`src/rtl/three_rr_arbiter_pkg.sv`:
```
// rtl/three_rr_arbiter_pkg.sv - shared types and constants for the three-way round-robin arbiter
//
// Contents:
//   state_t          - arbiter FSM state (IDLE = 1'b0, GRANT = 1'b1)
//   NUM_REQ          - number of requesters (3)
//   DEFAULT_MAX_HOLD - default hold limit used when the timeout feature is built in
package three_rr_arbiter_pkg;

  localparam int NUM_REQ          = 3;
  localparam int DEFAULT_MAX_HOLD = 8;

  typedef enum logic {
    IDLE  = 1'b0,
    GRANT = 1'b1
  } state_t;

endpackage

```
`src/rtl/three_rr_arbiter_rr_pick.sv`:
```
// rtl/three_rr_arbiter_rr_pick.sv - combinational rotating-priority pick among three requesters
//
// Ports:
//   req     in  [2:0]  request lines
//   last    in  [1:0]  index of the previous owner; search starts at last+1
//   exclude in  [2:0]  requesters that may not win this pick
//   valid   out        a winner was found
//   idx     out [1:0]  index of the winner (0 when valid is 0)
module rr_pick
  import three_rr_arbiter_pkg::*;
(
  input  logic [NUM_REQ-1:0] req,
  input  logic [1:0]         last,
  input  logic [NUM_REQ-1:0] exclude,
  output logic               valid,
  output logic [1:0]         idx
);

  logic [NUM_REQ-1:0] cand;
  logic [1:0]         pos;

  always_comb begin
    cand  = req & ~exclude;
    valid = 1'b0;
    idx   = 2'd0;
    pos   = 2'd0;
    // Visit last+1, last+2, last+3 (mod 3); the first candidate seen wins.
    for (int k = 1; k <= NUM_REQ; k++) begin
      pos = 2'((32'(last) + k) % NUM_REQ);
      if (!valid && cand[pos]) begin
        valid = 1'b1;
        idx   = pos;
      end
    end
  end

endmodule

```
`src/rtl/three_rr_arbiter.sv`:
```
// rtl/three_rr_arbiter.sv - three-requester round-robin arbiter with registered grant
//
// Optional feature: define THREE_RR_ARBITER_TIMEOUT_EN to force rotation after
// MAX_HOLD consecutive grant cycles when another requester is waiting.
//
// Ports:
//   clk     in         clock, rising edge
//   rst     in         synchronous active-high reset
//   req     in  [2:0]  request lines, bit i = requester i
//   gnt     out [2:0]  registered one-hot (or zero) grant
//   gnt_id  out [1:0]  index of the current owner, 0 when idle
//   busy    out        |gnt, registered alongside gnt
module three_rr_arbiter
  import three_rr_arbiter_pkg::*;
#(
  parameter int MAX_HOLD = DEFAULT_MAX_HOLD
) (
  input  logic               clk,
  input  logic               rst,
  input  logic [NUM_REQ-1:0] req,
  output logic [NUM_REQ-1:0] gnt,
  output logic [1:0]         gnt_id,
  output logic               busy
);

  if (MAX_HOLD < 2 || MAX_HOLD > 255) begin : g_max_hold_range
    $error("MAX_HOLD must be within 2..255");
  end

  state_t     state;
  logic [1:0] last;
  logic       pick_valid;
  logic [1:0] pick_idx;
  logic       issue;
  logic       release_gnt;
  logic       owner_gone;
  logic       expired;

`ifdef THREE_RR_ARBITER_TIMEOUT_EN
  localparam logic [7:0] HOLD_LIM = 8'(MAX_HOLD - 1);
  // Completed grant cycles of the current owner beyond the first.
  logic [7:0] hold_cnt;
`endif

  // The current owner is always excluded: on release its req is already 0,
  // and on timeout it must not win its own rotation.
  rr_pick u_pick (
    .req    (req),
    .last   (last),
    .exclude(gnt),
    .valid  (pick_valid),
    .idx    (pick_idx)
  );

  always_comb begin
    owner_gone = (state == GRANT) && !req[gnt_id];
`ifdef THREE_RR_ARBITER_TIMEOUT_EN
    expired = (state == GRANT) && (hold_cnt >= HOLD_LIM);
`else
    expired = 1'b0;
`endif
    issue       = pick_valid && ((state == IDLE) || owner_gone || expired);
    release_gnt = owner_gone && !pick_valid;
  end

  always_ff @(posedge clk) begin
    if (rst) begin
      state  <= IDLE;
      gnt    <= '0;
      gnt_id <= 2'd0;
      busy   <= 1'b0;
      last   <= 2'd2;
`ifdef THREE_RR_ARBITER_TIMEOUT_EN
      hold_cnt <= 8'd0;
`endif
    end else if (issue) begin
      state  <= GRANT;
      gnt    <= NUM_REQ'(1) << pick_idx;
      gnt_id <= pick_idx;
      busy   <= 1'b1;
      last   <= pick_idx;
`ifdef THREE_RR_ARBITER_TIMEOUT_EN
      hold_cnt <= 8'd0;
`endif
    end else if (release_gnt) begin
      state  <= IDLE;
      gnt    <= '0;
      gnt_id <= 2'd0;
      busy   <= 1'b0;
`ifdef THREE_RR_ARBITER_TIMEOUT_EN
      hold_cnt <= 8'd0;
`endif
    end else begin
`ifdef THREE_RR_ARBITER_TIMEOUT_EN
      // Owner keeps the grant; count saturates at the limit when nobody else waits.
      if (state == GRANT && hold_cnt < HOLD_LIM) begin
        hold_cnt <= hold_cnt + 8'd1;
      end
`endif
    end
  end

endmodule

```
`config.mk`:
```
export PLATFORM = sky130hd
export DESIGN_NAME = three_rr_arbiter
export DESIGN_NICKNAME = d
export VERILOG_FILES = /design/src/rtl/three_rr_arbiter_pkg.sv /design/src/rtl/three_rr_arbiter_rr_pick.sv /design/src/rtl/three_rr_arbiter.sv
export SDC_FILE = /design/constraint.sdc
export NUM_CORES = 1
export LEC_CHECK = 0
export CORE_AREA = 4 4 41 43
export CTS_BUF_LIST = sky130_fd_sc_hd__clkbuf_8
export CTS_CLUSTER_SIZE = 30
export DETAILED_ROUTE_END_ITERATION = 6
export DIE_AREA = 0 0 45 47
export PLACE_DENSITY_LB_ADDON = 0.12
export SKIP_LAST_GASP = 1
export SLEW_MARGIN = 20
export SYNTH_ARGS = -nofsm -noshare
export SYNTH_HDL_FRONTEND = slang
export SYNTH_HIERARCHICAL = 1
export SYNTH_SLANG_ARGS = --single-unit
```
`constraint.sdc`:
```
create_clock -name clk -period 1.8 [get_ports clk]
set_input_delay 0.18 -clock clk [delete_from_list [all_inputs] [get_ports clk]]
set_output_delay 0.18 -clock clk [all_outputs]
set_load 0.05 [all_outputs]
```
==> metrics.yaml <==
synthesis.nets: 68
vias: 524
drt-initial-drc-count: 2
maxCapViolCount: 0
core-area_um2: 1300
n_antenna_cell: 0
cp_max_fo: 7
syn2layout_area_growth_pct: 61.5
layout.cells.non_filler: 98
grt_pass1_wl_um: 2250
synthCells: 61
io_buffers: 10
skew_ns: 0.00402
die_w_um: 45
routedWlPerCell_um: 13.4
fin_crit_sh_pct: 100
rsz0062_at_grt: "true"
hold_viol: 0
dp.cells: 92
path_class: "flip-flop to flip-flop"
ys_ff_latch: 8
final_layout_size_suffix_gt1_share_pct: 49.4
p_total_w: 0.00167
nNetsFinal: 92
slew_headroom_pct: 66.5
layout_setup_ws_ns: 0.0000300
synth_ff_type: "dfxtp_1"
critical_path_required_ns: 1.93
powerDensity_nw_per_um2: 1870
max-vdd-ir-drop_v: 0.000948
start_util_pct: 42.4
ys_seq_area_share_pct: 29.0
layout.cells.most_common: "buf_4"
dpl.hpwl_um: 925
critPathArrivalTime_ns: 1.93
async_reset_ff_share_pct: 0
gp_congestion: 0.834
grt_usage_pct: 14.9
tns_ns: 0
io_pins: 11
via_per_inst: 5.35
dpl_worst_slack_ns: -0.154
die_area_um2: 2120
synth.distinct_cells: 27
startpoint_type: "flip-flop"
mappedNetlistArea_um2: 552
worst_pin_slew_ns: 0.502
cts.sinks: 8
drc: 0
layout_common_cells: "buf_4 (10), clkdlybuf4s50_1 (8), inv_1 (6)"
min_period_ns: 1.80
insertion_delay_ns: 0.23
drtAntennaViolNets: 0
grt_pass1_vias: 541
yosysWarnings: 6
critical_path.endpoint_type: "flip-flop"
leakagePower_nw: 0.344
rows: 13
r2r_cells: 8
fmax_mhz: 556
chipHeight_um: 47
finalMaxSlewViolations: 0
cts_buffer_depth: 2
root_buffer: "clkbuf_8"
whs_path_depth: 3
ctsHoldBuffers: 0
clkTransAtPathRegs_ns: 0.04
finalSetupViolations: 0
status: "complete, no violations"
cts_made_buffers: 3
syn_area_per_cell_um2: 9.05
grt_antenna_before_repair: 0
htree_levels: 1
cts_tree: "built"
holdCritPathClass: "input pin to flip-flop"
drtPass1Iterations: 2
synth_edf_count: 0
grt_max_degree: 10
wl_um: 1320
overflow: 0
-- state kept, by name (all words and copies together), names as in the netlist --
| register | flops |
|---|---|
| gnt | 3 |
| gnt_id | 2 |
| last | 2 |
| state | 1 |
-- critical path: stages (launching register included) --
cell,delay [ns]
dfxtp_4,0.35
buf_6,0.11
ha_4,0.18
nor3_2,0.15
o21ai_1,0.09
and3_1,0.17
or2_4,0.23
o211a_4,0.16
o32ai_2,0.26
-- synth_stat cells (2+ instances only) --
library cell  instances  share of area (%)
mux2i_1               3                5.4
nand2_1               3                2.0
inv_1                 7                4.8
nand2b_1              5                5.7
or2_2                 2                2.3
nor3_1                2                1.8
o32ai_1               4                6.3
dfxtp_1               8                 29
o211ai_1              2                2.7
or3_1                 2                2.3
ha_1                  2                4.5
nor2_1                3                2.0
o21ai_0               2                1.8
nand2b_4              3                7.5
-- worst paths after layout --
path                                           start             endpoint  slack, ns
worst max-delay path            last[0]$_SDFFE_PP0P_  gnt[2]$_SDFFE_PP0P_    0.00003
worst min-delay path                          req[2]   state$_SDFFE_PP0P_       0.49
worst max register to register  last[0]$_SDFFE_PP0P_  gnt[2]$_SDFFE_PP0P_    0.00003
worst min register to register   gnt[2]$_SDFFE_PP0P_  gnt[2]$_SDFFE_PP0P_       0.50
-- area by class of cell --
cell class                      instances  area (µm²)
Clock buffer                            3        41.3
Fill cell                             109         410
Inverter                                7        26.3
Multi-Input combinational cell         44         445
Sequential cell                         8         168
Tap cell                               15        18.8
Timing Repair Buffer                   21         191
-- metal layers --
| layer | share of wire, % | track usage, % | up-vias |
|---|---|---|---|
| met2 | 48 | 24.0 | 9 |
| met5 | 0 | 0 | - |
| met4 | 0.84 | 7.02 | 0 |
| met3 | 4.0 | 5.75 | 2 |
| li1 | - | - | 266 |
| met1 | 47 | 17.5 | 247 |
-- stage by stage --
stage / utilization (%) / hold WS (ns) / cell area [µm²]
final: 68.5 / 0.492 / 891
after global placement: 56.3 / 0.494 / 732
after CTS: 63.4 / 0.497 / 825
after floorplan: - / 0.364 / 568
after detailed placement: 56.3 / 0.485 / 732
after global routing: 68.5 / 0.532 / 891
-- cells by family after synthesis --
group,Yosys count,share of synthesized area [%]
AO/OA/AOI/OAI,14,22.7
AND/OR/NAND/NOR,24,28.8
multiplexers,3,5.44
adder cells (fa/ha/maj),3,6.58
buffers and inverters,9,7.48
flip-flops,8,29.0
-- where the power goes --
group,internal (W),switching (W)
Clock,0.000145,0.0000682
Sequential,0.000252,0.0000666
Combinational,0.000558,0.000579
Total,0.000954,0.000714
-- what timing repair did --
item | 4_1_cts | 5_1_grt
pin swaps | 3 | 7
gates resized for setup | 6 | 16
setup endpoints to repair | 4 | 7
setup buffers | 2 | 2
Power figures use the tool's default switching activity.
